## src/rtl/cv32e40x_pkg.sv

```systemverilog
// Shared types for the CV32E40X XIF result path: the result entry layout and
// the result-buffer head-state encoding.
package cv32e40x_pkg;

    localparam int XIF_ID_WIDTH  = 4;
    localparam int XIF_RFW_WIDTH = 32;

    typedef struct packed {
        logic [XIF_ID_WIDTH-1:0]  id;
        logic [4:0]               rd;
        logic [XIF_RFW_WIDTH-1:0] data;
    } xif_result_entry_t;

    typedef enum logic [1:0] {
        EMPTY       = 2'd0,
        WAIT_COMMIT = 2'd1,
        PRESENT     = 2'd2,
        DROP        = 2'd3
    } xif_rbuf_state_e;

endpackage

```

## src/rtl/cv32e40x_xif_commit_scoreboard.sv

```systemverilog
// Per-id commit/kill flags. The lookup port reports the flags as they will be
// after this cycle's set, ignoring this cycle's clear (which only ever hits the departing id).
module cv32e40x_xif_commit_scoreboard
#(
    parameter int X_ID_WIDTH = 4
)
(
    input  logic                  clk,
    input  logic                  rst_n,
    input  logic                  set_valid_i,
    input  logic [X_ID_WIDTH-1:0] set_id_i,
    input  logic                  set_kill_i,
    input  logic                  clr_valid_i,
    input  logic [X_ID_WIDTH-1:0] clr_id_i,
    input  logic [X_ID_WIDTH-1:0] lookup_id_i,
    output logic                  lookup_committed_o,
    output logic                  lookup_killed_o
);

    localparam int NUM_IDS = 2 ** X_ID_WIDTH;

    logic [NUM_IDS-1:0] committed_q, committed_d;
    logic [NUM_IDS-1:0] killed_q, killed_d;
    logic               set_hit;

    // Set is applied after clear so a same-cycle set for the same id wins.
    always_comb begin
        committed_d = committed_q;
        killed_d    = killed_q;
        if (clr_valid_i) begin
            committed_d[clr_id_i] = 1'b0;
            killed_d[clr_id_i]    = 1'b0;
        end
        if (set_valid_i) begin
            if (set_kill_i) begin
                killed_d[set_id_i] = 1'b1;
            end else begin
                committed_d[set_id_i] = 1'b1;
            end
        end
    end

    assign set_hit            = set_valid_i && (set_id_i == lookup_id_i);
    assign lookup_committed_o = committed_q[lookup_id_i] || (set_hit && !set_kill_i);
    assign lookup_killed_o    = killed_q[lookup_id_i] || (set_hit && set_kill_i);

    always_ff @(posedge clk or negedge rst_n) begin
        if (!rst_n) begin
            committed_q <= '0;
            killed_q    <= '0;
        end else begin
            committed_q <= committed_d;
            killed_q    <= killed_d;
        end
    end

endmodule

```

## src/rtl/cv32e40x_xif_result_buffer.sv

```systemverilog
// In-order, commit-aware result FIFO feeding the XIF result interface.
// Optional zero-latency bypass when empty: define XIF_RESULT_BYPASS_EN.
//
// state       | meaning
// EMPTY       | no entry held
// WAIT_COMMIT | head present, neither committed nor killed yet
// PRESENT     | head committed, driven on result_* until accepted
// DROP        | head killed, popped this cycle without being shown
module cv32e40x_xif_result_buffer
    import cv32e40x_pkg::*;
#(
    parameter int X_ID_WIDTH  = XIF_ID_WIDTH,
    parameter int X_RFW_WIDTH = XIF_RFW_WIDTH,
    parameter int DEPTH       = 4
)
(
    input  logic                     clk,
    input  logic                     rst_n,
    input  logic                     fu_valid_i,
    output logic                     fu_ready_o,
    input  logic [X_ID_WIDTH-1:0]    fu_id_i,
    input  logic [4:0]               fu_rd_i,
    input  logic [X_RFW_WIDTH-1:0]   fu_data_i,
    input  logic                     commit_valid_i,
    input  logic [X_ID_WIDTH-1:0]    commit_id_i,
    input  logic                     commit_kill_i,
    output logic                     result_valid_o,
    input  logic                     result_ready_i,
    output logic [X_ID_WIDTH-1:0]    result_id_o,
    output logic [4:0]               result_rd_o,
    output logic [X_RFW_WIDTH-1:0]   result_data_o,
    output logic                     result_we_o,
    output logic [$clog2(DEPTH):0]   count_o
);

    localparam int PW = $clog2(DEPTH);
    localparam int CW = PW + 1;
    localparam logic [CW-1:0] DEPTH_C = CW'(DEPTH);

    typedef struct packed {
        logic [X_ID_WIDTH-1:0]  id;
        logic [4:0]             rd;
        logic [X_RFW_WIDTH-1:0] data;
    } entry_t;

    entry_t          mem_q [DEPTH];
    entry_t          mem_d [DEPTH];
    logic [PW-1:0]   wr_ptr_q, wr_ptr_d;
    logic [PW-1:0]   rd_ptr_q, rd_ptr_d;
    logic [CW-1:0]   count_q, count_d;
    xif_rbuf_state_e state_q, state_d;
    logic            result_valid_q, result_valid_d;
    entry_t          head_q, head_d;

    entry_t          fu_entry;
    entry_t          head_nxt;
    logic            push;
    logic            pop;
    logic            bypass;
    logic            sb_committed;
    logic            sb_killed;

    assign fu_entry   = '{id: fu_id_i, rd: fu_rd_i, data: fu_data_i};
    assign fu_ready_o = (count_q < DEPTH_C);
    assign pop        = ((state_q == PRESENT) && result_ready_i) || (state_q == DROP);

`ifdef XIF_RESULT_BYPASS_EN
    assign bypass = (count_q == '0) && fu_valid_i && sb_committed && result_ready_i;
`else
    assign bypass = 1'b0;
`endif

    assign push = fu_valid_i && fu_ready_o && !bypass;

    // Entry that will sit at the head next cycle; when the FIFO drains to
    // nothing this cycle, that can only be the incoming FU result.
    always_comb begin
        if ((count_q - CW'(pop)) == '0) begin
            head_nxt = fu_entry;
        end else begin
            head_nxt = mem_q[rd_ptr_q + PW'(pop)];
        end
    end

    cv32e40x_xif_commit_scoreboard #(
        .X_ID_WIDTH (X_ID_WIDTH)
    ) u_scoreboard (
        .clk                (clk),
        .rst_n              (rst_n),
        .set_valid_i        (commit_valid_i),
        .set_id_i           (commit_id_i),
        .set_kill_i         (commit_kill_i),
        .clr_valid_i        (pop || bypass),
        .clr_id_i           (bypass ? fu_id_i : mem_q[rd_ptr_q].id),
        .lookup_id_i        (head_nxt.id),
        .lookup_committed_o (sb_committed),
        .lookup_killed_o    (sb_killed)
    );

    always_comb begin
        rd_ptr_d = rd_ptr_q + PW'(pop);
        wr_ptr_d = wr_ptr_q + PW'(push);
        count_d  = count_q + CW'(push) - CW'(pop);
        mem_d    = mem_q;
        if (push) begin
            mem_d[wr_ptr_q] = fu_entry;
        end

        state_d = WAIT_COMMIT;
        if (count_d == '0) begin
            state_d = EMPTY;
        end else if (sb_committed) begin
            state_d = PRESENT;
        end else if (sb_killed) begin
            state_d = DROP;
        end

        result_valid_d = (state_d == PRESENT);
        head_d         = (count_d == '0) ? '0 : head_nxt;
    end

    always_comb begin
        result_valid_o = result_valid_q;
        result_id_o    = head_q.id;
        result_rd_o    = head_q.rd;
        result_data_o  = head_q.data;
`ifdef XIF_RESULT_BYPASS_EN
        if (bypass) begin
            result_valid_o = 1'b1;
            result_id_o    = fu_id_i;
            result_rd_o    = fu_rd_i;
            result_data_o  = fu_data_i;
        end
`endif
    end

    assign result_we_o = result_valid_o;
    assign count_o     = count_q;

    always_ff @(posedge clk or negedge rst_n) begin
        if (!rst_n) begin
            for (int i = 0; i < DEPTH; i++) begin
                mem_q[i] <= '0;
            end
            wr_ptr_q       <= '0;
            rd_ptr_q       <= '0;
            count_q        <= '0;
            state_q        <= EMPTY;
            result_valid_q <= 1'b0;
            head_q         <= '0;
        end else begin
            mem_q          <= mem_d;
            wr_ptr_q       <= wr_ptr_d;
            rd_ptr_q       <= rd_ptr_d;
            count_q        <= count_d;
            state_q        <= state_d;
            result_valid_q <= result_valid_d;
            head_q         <= head_d;
        end
    end

endmodule

```

## config.mk

```make
export PLATFORM = sky130hd
export DESIGN_NAME = cv32e40x_xif_result_buffer
export DESIGN_NICKNAME = d
export VERILOG_FILES = /design/src/rtl/cv32e40x_pkg.sv /design/src/rtl/cv32e40x_xif_commit_scoreboard.sv /design/src/rtl/cv32e40x_xif_result_buffer.sv
export SDC_FILE = /design/constraint.sdc
export NUM_CORES = 1
export LEC_CHECK = 0
export BUFFER_PORTS_ARGS = -buffer_cell sky130_fd_sc_hd__buf_2
export CAP_MARGIN = 0
export CELL_PAD_IN_SITES_DETAIL_PLACEMENT = 1
export CELL_PAD_IN_SITES_GLOBAL_PLACEMENT = 2
export CORE_MARGIN = 5
export CORE_UTILIZATION = 35
export CTS_CLUSTER_DIAMETER = 80
export DETAILED_ROUTE_END_ITERATION = 8
export PLACE_DENSITY_LB_ADDON = 0.1
export SETUP_SLACK_MARGIN = 0.5
export SLEW_MARGIN = 20
export SYNTH_ARGS = -nofsm -noshare
export SYNTH_HDL_FRONTEND = slang
export SYNTH_SLANG_ARGS = --single-unit
export TNS_END_PERCENT = 30
```

## constraint.sdc

```tcl
create_clock -name clk -period 9.5 [get_ports clk]
set_clock_uncertainty 0.15 [all_clocks]
set_input_delay 0.95 -clock clk [delete_from_list [all_inputs] [get_ports clk]]
set_output_delay 0.95 -clock clk [all_outputs]
set_load 0.01 [all_outputs]
```

After elaboration in Yosys (flattened, before gate mapping)
Cells that the tools add are included.

storage, ports and cells
  register bits after elaboration = 247
  input port bits = 51
  word-level logic and storage cells = 91

cells by class
  muxes and demuxes = 28
  $add $sub $neg = 5
  bitwise gates (word level) = 8
  order comparisons = 10
  equal/unequal tests = 4
  reduce and logical (&&, ||, !) cells = 14

operator list
  cell                                                 number
  2-to-1 mux 41 bit                                    7
  binary-select mux 41 bit (select 2 bit)              2
  bitwise mux 164 bit                                  1
  2-to-1 mux 16 bit                                    6
  demux 41 bit (select 2 bit)                          1
  AND 16 bit                                           2
  OR 16 bit                                            2
  NOT 16 bit                                           1
  < comparator 4 x 5 -> 1 bit, second input constant   3
  >= comparator 3 bit, second input constant           3
  NOT 2 -> 3 bit                                       3
  binary-select mux 1 bit (select 4 bit)               2
  demux 1 bit (select 4 bit)                           2
  >= comparator 4 x 1 -> 1 bit, second input constant  2
  logical AND 1 bit                                    8
  equality test 2 bit, second input constant           3
  logical NOT 3 bit                                    2
  2-to-1 mux 2 bit                                     3
  subtractor 3 x 1 -> 3 bit                            2
  adder 2 x 1 -> 2 bit                                 2
  equality test 4 bit                                  1
  2-to-1 mux 1 bit                                     4
  adder 3 x 1 -> 3 bit                                 1
  logical OR 1 bit                                     3
  3 further kinds                                      3

Depth between registers and ports, before layout
Gate-level depths: netlist of run 1.

  depth in word-level cells = 17
  depth in mapped cells = 12
  depth with buffers taken out = 11

Modules after synthesis
Synthesis of run 1 repeated with hierarchy kept, for this count alone.

second synthesis, totals
  cells, all modules = 747
  area total of the unflattened synthesis = 11,428.5 sq um

modules (own cells, without submodules)
  module                          seq. area each (sq um)  area an instance (sq um)  instances  cells an instance
  cv32e40x_xif_result_buffer      5,380.2                 9,741.8                   1          591
  cv32e40x_xif_commit_scoreboard  800.8                   1,686.6                   1          156

Least setup slack after synthesis of run 1
OpenSTA, ideal clock, no wires.

  kind = input-to-reg
  start = in result_ready_i
  end = reg state_q[1]
  cell stages on the path = 11
  setup time = 0.153 ns
  arrival = 3.990 ns
  data required time = 9.197 ns
  setup slack = 5.208 ns
  cells stage by stage = o21ai_0 > inv_1 > ha_1 > clkbuf_1 > mux4_2 > buf_6 > a21oi_4 > mux2_2 > mux4_2 > o22ai_1 > a21oi_1

between the ends
  word-level cells in the longest chain between the ends = 15
  elaborated cells between the ends (all ways) = 25

ends and longest elaborated chain
  element                                                                         RTL line                           source
  from (decl)                                                                     cv32e40x_xif_result_buffer.sv:28   input logic result_ready_i,
  logical AND 1 bit (*)                                                           cv32e40x_xif_result_buffer.sv:65   assign pop = ((state_q == PRESENT) && result_ready_i) || (state_q == DROP);
  logical OR 1 bit (*)                                                            cv32e40x_xif_result_buffer.sv:65
  adder 2 x 1 -> 2 bit (*)                                                        -
  via rd_ptr_d[0]                                                                 cv32e40x_xif_result_buffer.sv:49   logic [PW-1:0] rd_ptr_q, rd_ptr_d;
  NOT 2 -> 3 bit (not written as such) (*)                                        cv32e40x_xif_result_buffer.sv:81   head_nxt = mem_q[rd_ptr_q + PW'(pop)];
  binary-select mux 41 bit (select 2 bit) (*)                                     cv32e40x_xif_result_buffer.sv:81
  2-to-1 mux 41 bit (not written as such) (*) (2 in a row)                        cv32e40x_xif_result_buffer.sv:81
  2-to-1 mux 41 bit (*)                                                           cv32e40x_xif_result_buffer.sv:78   if ((count_q - CW'(pop)) == '0) begin
  branches (longest 5 deep; another with binary-select mux 1 bit (select 4 bit))  -
  2-to-1 mux 2 bit (*)                                                            cv32e40x_xif_result_buffer.sv:112  end else if (sb_committed) begin
  2-to-1 mux 2 bit (*)                                                            cv32e40x_xif_result_buffer.sv:110  if (count_d == '0) begin
  via state_d[1]                                                                  cv32e40x_xif_result_buffer.sv:51   xif_rbuf_state_e state_q, state_d;
  to (signal assigned)                                                            cv32e40x_xif_result_buffer.sv:156  state_q <= state_d;
  to (decl)                                                                       cv32e40x_xif_result_buffer.sv:51

Mark *: on every way through the listed nets, which the timed path passes. The select of a mux whose other input is x is not followed.
A chain may end at the register's enable or synchronous reset.

Final worst setup path of run 1
Ends and elaborated chain as after synthesis.

==> out/metrics.yaml, run 1 <==
run_status:
  status: "completed"
detailed_routing:
  drtIter0Drc: 211
  dr.pass1.iters: 4
  vias: 6897
  viasPerCell: 5.26
  routed_wirelength_um: 29400
  wl_per_cell_um: 22.4
  drc: 0
  antenna_left: 0
synthesis:
  synth_top_area_share_pct: 56.3
  syn-num-nets: 857
  synthesis.area_um2: 11000
  synth_cells: 800
  synth_area_leaders: "dfrtp_1, mux2_2, mux4_2"
  synth.yosys.seq_area_share_pct: 56.3
  synth.distinct_cells: 42
  ys_seq_elements: 247
  ys_top_cells_by_count: "dfrtp_1, mux2_2, nand2_1"
  synth_edf_count: 0
  yosys.area.top_type: "dfrtp_1"
  async_flop_share_pct: 100
  syn-mean-instance-area_um2: 13.7
  yosys_warnings: 0
  synth_ff_type: "dfrtp_1"
  yosysMostFrequentCell: "dfrtp_1"
timing:
  finalHoldViolCount: 0
  finalCritPeriodShare_pct: 50.4
  min_period_ns: 4.79
  max_freq_mhz: 209
  tightest_slew_ns: 0.956
  finalMaxSlewViolations: 0
  maxSlewHeadroom_pct: 36.1
  setup-tns-final_ns: 0
  rsz0062_at_grt: "false"
  setup_viol: 0
final_layout:
  drive_gt1_share_pct: 42.1
  fill_cells: 3218
  nets: 951
  multi_input_area_um2: 4620
  area_growth_pct: 17.1
  num_antenna_cells: 0
  ff_latch_area_um2: 6180
worst_setup_path:
  crit_chain: "buf_2 -> o21ai_0 -> inv_1 -> ha_4 -> mux4_2 -> a21oi_4 -> mux2_2 -> mux4_2 -> o22ai_1 -> a21oi_1"
  worst_setup_path_end_kind: "flip-flop"
  start_kind: "input port"
  cpMostUsedCell: "mux4_2"
  crit_type: "input port to flip-flop"
  critPathSlowestCell: "ha_4"
  worstPathArrival_ns: 5.04
  required_ns: 9.75
  critPathMaxStageDelay_ns: 0.95
  worstPathMaxFanout: 42
clock_tree:
  ctsHoldBuffers: 0
  clockBufferDepth: 3
  post-cts-setup-buffers: 0
  tritoncts: "done"
  post_cts_resized: 0
  clock-root-buffer: "clkbuf_16"
  cts_buffers: 29
  cts_max_level: 1
  clock_sinks: 247
  clk_pin_slew_ns: 0.06
  clk_latency_ns: 0.55
pwr:
  p_per_area_nw_per_um2: 446
  power_leakage_nw: 5.58
  power.total_mw: 5.74
  peakVddDrop_uv: 294
grt:
  overflow: 0
  grt_usage_pct: 16.8
  antenna_found_initial: 2
  grt_pass1_wl_um: 47200
  grt_max_degree: 124
  grt_pass1_vias: 7990
die:
  rows: 64
  pin_count: 98
  die_w_um: 187
  start_util_pct: 35.7
  dieHeight_um: 187
  core_um2: 30700
  dieArea_um2: 35000
placed_design:
  io_buffers: 97
  gp_congestion: 0.876
  dpl.hpwl_um: 18200
flow_run:
  max_cap_violations: 0
min_path:
  min_path_type: "input port to asynchronous set/reset pin"
metal layers:
metal	vias to the layer above	wire [µm]	global-route usage [%]
met5	-	21	0
met4	4	617	3.38
met3	44	1000	2.99
met2	117	14400	28.3
met1	3662	13300	23.0
li1	3070	-	-
stage by stage:
step | cells | setup slack, ns | utilization, % | hold WS (ns) | cell area [µm²]
final | 1312 | 4.71 | 41.8 | 0.110 | 12900
after global routing | 1312 | 4.45 | 41.8 | 0.105 | 12900
after global placement | 1258 | 4.28 | 38.8 | 0.331 | 11900
after detailed placement | 1258 | 4.12 | 38.8 | 0.331 | 11900
after floorplan | 800 | 5.21 | - | 0.293 | 11000
after CTS | 1311 | 4.68 | 41.7 | 0.353 | 12800
power by group:
group,switching (mW),total (mW),internal (mW)
Clock,0.438,1.05,0.614
Sequential,0.293,1.91,1.61
Combinational,1.41,2.78,1.37
Total,2.14,5.74,3.60
logic make-up (layout without fill, tap and decap cells):
| family | Yosys count | in the layout | synth area share (%) |
|---|---|---|---|
| simple gates | 163 | 163 | 6.45 |
| flops | 247 | 247 | 56.3 |
| xor+xnor | 9 | 9 | 0.787 |
| buf+inv | 59 | 175 | 2.14 |
| mux | 225 | 225 | 28.3 |
| fa+ha+maj | 6 | 6 | 0.752 |
| compound gates | 91 | 91 | 5.24 |
area by class of cell:
type                    instances  share of cell area (%)
inverters                      14                   0.409
clock buffers                  40                    6.20
repair buffers                108                    4.65
clock inverters                13                   0.847
flip-flops and latches        247                    48.1
well taps                     396                    3.86
multi-input cells             494                    35.9
placed cells by master, fill, tap and decap left out, types with 6 or more instances in the layout:
master       n
nor2b_1      7
mux4_2      51
a21oi_1     39
dfrtp_1    247
a211oi_1     8
inv_1       14
buf_2       96
o21ai_0     18
mux2_2     171
nor3_1       7
buf_4       10
clkbuf_1     8
nand2_1    114
nor3b_1      6
clkbuf_16   29
nor2_1       7
a22o_1      13
clkinv_2    10
critical path: cells and delay by family:
kind	cells	cell delay [ns]
mux	3	1.59
compound gates	4	1.15
buf+inv	2	0.35
fa+ha+maj	1	0.95
final timing paths:
check,start,slack [ns],depth (start not counted),end
max,result_ready_i,4.71,10,state_q[1]
min,rst_n,0.11,1,u_scoreboard.committed_q[3]
max reg2reg,state_q[0],4.83,9,state_q[1]
min reg2reg,u_scoreboard.killed_q[14],0.35,2,u_scoreboard.killed_q[14]
max in group asynchronous,rst_n,7.47,3,u_scoreboard.killed_q[2]
min in group clk,u_scoreboard.killed_q[14],0.35,2,u_scoreboard.killed_q[14]
state kept, by name, summed over array words and instances, names as in the netlist:
signal,count
result_data_o,32
u_scoreboard.committed_q,16
state_q,2
count_o,3
rd_ptr_q,2
wr_ptr_q,2
result_valid_o,1
result_rd_o,5
mem_q,164
u_scoreboard.killed_q,16
result_id_o,4
Power figures use the tool's default switching activity.
==> run 2, diff against run 1 <==
==> constraint.sdc (replaced) <==
create_clock -name clk -period 4.1 [get_ports clk]
set_clock_uncertainty 0.15 [all_clocks]
set_input_delay 0.41 -clock clk [delete_from_list [all_inputs] [get_ports clk]]
set_output_delay 0.41 -clock clk [all_outputs]
set_load 0.01 [all_outputs]
==> run 2 against run 1 <==
Net effect: critical path depth rose by 1; non-clock buffer count is 52 higher; core utilization up 2.1 points; power up 140%; first-iteration DRC count grew 51%; largest power group unchanged; largest cell class unchanged; clock power rose to 2.6 times the previous value; global-route usage up 0.41 points; routed wire length up 2.3%; final area is 5.1% higher.
==> out/metrics.yaml, run 2 (synthesis gave the netlist of run 1 again) <==
run_status:
  status: "completed"
final_layout:
  largest-register: "mem_q"
  layout_common_cells: "dfrtp_1, mux2_2, nand2_1"
  area_growth_pct: 23.1
  ff_latch_area_um2: 6180
  num_antenna_cells: 0
  nets: 1003
  final_common_cell: "dfrtp_1"
  fill_cells: 3159
  drive_gt1_share_pct: 42.0
  multi_input_area_um2: 4620
  largest_reg_flops: 164
  final_area_um2: 13500
flow_run:
  max_cap_violations: 0
die:
  rows: 64
  core_um2: 30700
  pin_count: 98
  die_w_um: 187
  dieHeight_um: 187
  start_util_pct: 35.7
  dieArea_um2: 35000
worst_setup_path:
  start_kind: "flip-flop"
  crit_start: "state_q[0]"
  worst_setup_path_end_kind: "flip-flop"
  crit_buf_inv: 3
  r2r_start: "state_q[0]"
  worstPathArrival_ns: 3.72
  critPathSlowestCell: "mux4_2"
  crit_chain: "o21ai_2 -> inv_1 -> ha_4 -> buf_4 -> mux4_2 -> mux2i_1 -> buf_4 -> a211oi_1 -> o311ai_1 -> a32oi_1 -> nor2b_1"
  worstPathMaxFanout: 12
  critPathTopFamily: "compound AO/OA/AOI/OAI gates"
  cpMostUsedCell: "buf_4"
  crit_type: "flip-flop to flip-flop"
  critPathMaxStageDelay_ns: 0.65
  required_ns: 4.37
detailed_routing:
  dr.pass1.iters: 4
  wl_per_cell_um: 22.0
  antenna_left: 0
  viasPerCell: 5.26
  drc: 0
  routed_wirelength_um: 30000
  vias: 7175
  top_layer: "met4"
  wl_met2_um: 14700
  m1WireLength_um: 13300
  drtIter0Drc: 319
  met3_wirelength_um: 1100
grt:
  grt_pass1_wl_um: 48300
  grt_usage_pct: 17.2
  grt_max_degree: 134
  antenna_found_initial: 0
  grt_pass1_vias: 8358
  overflow: 0
pwr:
  seqPwrFrac_pct: 32.0
  combPwrFrac_pct: 48.3
  peakVddDrop_uv: 487
  p_int_mw: 8.83
  clkPwrFrac_pct: 19.7
  power_leakage_nw: 5.88
  p_per_area_nw_per_um2: 1020
  netSwitchingFraction_pct: 36.2
  power_switching_mw: 5.01
timing:
  max_freq_mhz: 289
  rsz0062_at_grt: "false"
  min_period_ns: 3.45
  maxSlewHeadroom_pct: 39.6
  tightest_slew_ns: 0.904
  finalMaxSlewViolations: 0
  finalCritPeriodShare_pct: 84.2
  setup-tns-final_ns: 0
  setup_viol: 0
  finalHoldViolCount: 0
clock_tree:
  clock-root-buffer: "clkbuf_16"
  clk_latency_ns: 0.55
  clk_pin_slew_ns: 0.06
  clockBufferDepth: 3
  tritoncts: "done"
  clock_sinks: 247
  cts_max_level: 1
  cts_buffers: 29
min_path:
  min-delay-start: "fu_id_i[3]"
  min_path_type: "input port to flip-flop"
placed_design:
  placed_area_um2: 12000
  gp_congestion: 0.846
  dpl.hpwl_um: 19100
  io_buffers: 97
-- run 2: metrics by stage --
stage	utilization, %	total power, mW	hold slack, ns	setup slack [ns]	instances
finish	43.9	13.8	0.0856	0.646	1363
global route	43.9	14.8	0.0802	0.507	1363
CTS	43.8	14.0	0.0656	0.431	1360
detailed placement	39.2	11.1	0.340	0.273	1269
global placement	39.2	10.8	0.332	0.436	1269
floorplan	-	9.00	-0.0356	0.590	800
-- run 2: final timing paths --
check,to,slack (ns),depth (start not counted)
max,state_q[0],0.65,11
min,mem_q[40],0.09,2
max reg2reg,state_q[0],0.65,11
min reg2reg,mem_q[27],0.35,1
max in group asynchronous,u_scoreboard.committed_q[15],2.39,4
min in group asynchronous,u_scoreboard.killed_q[0],0.26,2
-- run 2: power groups by stage --
stage | sequential (mW) | clock [mW] | combinational [mW]
after floorplan | 4.30 | 0 | 4.70
after global placement | 4.38 | 0 | 6.43
after detailed placement | 4.48 | 0 | 6.62
after CTS | 4.45 | 2.81 | 6.70
after global routing | 4.57 | 2.92 | 7.34
final | 4.43 | 2.73 | 6.68
-- run 2: layout make-up --
class                   count  share of cell area, %
flip-flops and latches    247                   45.7
inverters                  14                  0.389
multi-input cells         494                   34.2
well taps                 396                   3.67
repair buffers            160                   8.41
clock inverters            16                   1.56
clock buffers              36                   6.01
-- run 2: repair_timing --
item                                    CTS  global route
hold buffers                             39             0
setup buffers                             0             2
hold endpoints to repair                276             0
endpoints found under the setup margin    2             3
resized for setup                         1             2
pin swaps                                 0             1
-- run 2: per-layer routing --
layer  vias to the layer above  global-route usage (%)
met2                       160                    28.9
met3                        60                    2.67
met5                         -                       0
li1                       3173                       -
met4                         0                    5.23
met1                      3782                    23.1
==> run 3, diff against run 2 <==
==> constraint.sdc (replaced) <==
create_clock -name clk -period 2.91 [get_ports clk]
set_clock_uncertainty 0.15 [all_clocks]
set_input_delay 0.291 -clock clk [delete_from_list [all_inputs] [get_ports clk]]
set_output_delay 0.291 -clock clk [all_outputs]
set_load 0.01 [all_outputs]
==> run 3 against run 2 <==
Net effect: the flow now finishes with violations (setup timing); die area unchanged; sequential share of layout area fell by 2.3 points; final area up 5.4%; sequential power up 41%; combinational power increased by 77%; fmax grew 7.0%; count of clock-buffer cells in the layout stayed put; clock power increased by 49%; final cell count is 2.7% higher; via count increased by 2.1%; routed wire length up 4.9%.
==> out/metrics.yaml, run 3 (synthesis gave the netlist of run 1 again) <==
pwr:
  power.total_mw: 22.2
  peakVddDrop_uv: 566
  power_leakage_nw: 6.14
  p_per_area_nw_per_um2: 1560
worst_setup_path:
  crit_chain: "o21ai_4 -> inv_4 -> ha_4 -> mux4_2 -> a21oi_4 -> buf_12 -> mux2_2 -> mux4_2 -> o22ai_2 -> a21oi_1"
  crit_type: "flip-flop to flip-flop"
  crit_buf_inv: 2
  worst_setup_path_end_kind: "flip-flop"
  critPathMaxStageDelay_ns: 0.54
  worstPathMaxFanout: 10
  worstPathArrival_ns: 3.52
  start_kind: "flip-flop"
  cpMostUsedCell: "mux4_2"
  required_ns: 3.20
  critPathTopFamily: "multiplexers"
  ff2ff_setup_slack_ns: -0.32
  critPathSlowestCell: "mux4_2"
timing:
  finalCritPeriodShare_pct: 111
  rsz0062_at_grt: "true"
  setup-tns-final_ns: -10.95
  setup_slack_ns: -0.318
  maxSlewHeadroom_pct: 45.7
  finalMaxSlewViolations: 0
  whs_ns: 0.0252
  max_freq_mhz: 310
  min_period_ns: 3.23
  finalHoldViolCount: 0
  setup_viol: 44
  tightest_slew_ns: 0.815
detailed_routing:
  top_layer: "met5"
  routed_wirelength_um: 31500
  wl_met2_um: 15600
  drc: 0
  dr.pass1.iters: 4
  wl_per_cell_um: 22.5
  antenna_left: 0
  vias: 7325
  drtIter0Drc: 297
  m1WireLength_um: 14300
  viasPerCell: 5.23
  met3_wirelength_um: 1100
placed_design:
  gp_congestion: 0.857
  dpl.hpwl_um: 20000
  io_buffers: 97
flow_run:
  max_cap_violations: 0
die:
  core_um2: 30700
  start_util_pct: 35.7
  die_w_um: 187
  dieArea_um2: 35000
  dieHeight_um: 187
  pin_count: 98
  rows: 64
final_layout:
  fin_util_pct: 46.3
  largest_reg_flops: 164
  nets: 1039
  num_antenna_cells: 0
  largest-register: "mem_q"
  drive_gt1_share_pct: 47.9
  area_growth_pct: 29.7
  final_common_cell: "dfrtp_1"
  layout_common_cells: "dfrtp_1, mux2_2, nand2_1"
clock_tree:
  cts_max_level: 1
  clock_sinks: 247
  clockBufferDepth: 3
  clock-root-buffer: "clkbuf_16"
  cts_buffers: 29
  clk_pin_slew_ns: 0.06
  clk_latency_ns: 0.56
  tritoncts: "done"
run_status:
  violations: "setup timing"
  status: "finished, violations left"
grt:
  grt_usage_pct: 18.1
  grt_pass1_vias: 8467
  grt_max_degree: 98
  antenna_found_initial: 1
  overflow: 0
  grt_pass1_wl_um: 50500
min_path:
  min_path_type: "input port to flip-flop"
## run 3: cell types whose count changed in the layout (fill, tap and decap cells not counted), sizes merged
cell / change
clkinvlp: +1
buf: +33
dlygate4sd3: +3
bufinv: +3
clkinv: -3
## run 3: layout make-up
| class | instances | area, µm² |
|---|---|---|
| flip-flops and latches | 247 | 6180 |
| clock buffers | 36 | 772 |
| clock inverters | 17 | 305 |
| repair buffers | 196 | 1550 |
| multi-input cells | 494 | 4880 |
| fillers | 3133 | 16500 |
| inverters | 14 | 55.1 |
| well taps | 396 | 495 |
## run 3: layer usage
metal / track usage [%] / vias to the layer above
met5: 0 / -
met4: 3.19 / 2
met3: 2.56 / 32
met2: 30.4 / 121
met1: 25.4 / 3921
li1: - / 3249
## run 3: where the power goes
part | switching (mW) | internal (mW) | total (mW)
Clock | 1.49 | 2.59 | 4.08
Combinational | 5.58 | 6.26 | 11.8
Sequential | 0.980 | 5.27 | 6.25
## run 3: metrics by stage
stage	std cells	setup WS, ns	cell area [µm²]
3_5_place_dp	1293	-0.432	12300
3_3_place_gp	1293	-0.269	12300
5_1_grt	1400	-0.384	14200
2_1_floorplan	800	-0.343	11000
4_1_cts	1396	-0.321	14100
6_report	1400	-0.318	14200
## run 3: path summary, 6_finish.rpt
| kind | from | to | cells after the start |
|---|---|---|---|
| max in group asynchronous | rst_n | mem_q[111] | 3 |
| max reg2reg | state_q[0] | state_q[1] | 10 |
| min in group asynchronous | rst_n | result_valid_o | 2 |
| max | state_q[0] | state_q[1] | 10 |
| min | fu_id_i[0] | mem_q[37] | 2 |
| min reg2reg | mem_q[6] | mem_q[6] | 1 |
## run 3: worst register-to-register path, stage by stage, from the launching register on
cell and delay, ns:
dfrtp_1 0.40, o21ai_4 0.24, inv_4 0.08, ha_4 0.28, mux4_2 0.54, a21oi_4 0.18
buf_12 0.15, mux2_2 0.35, mux4_2 0.49, o22ai_2 0.16, a21oi_1 0.09
## run 3: what timing repair did
item,4_1_cts,5_1_grt
endpoints found under the setup margin,53,83
cloned,3,0
pin swaps,5,5
gates resized for setup,29,32
hold buffers,42,0
buffers inserted,5,4
hold endpoints to repair,286,0
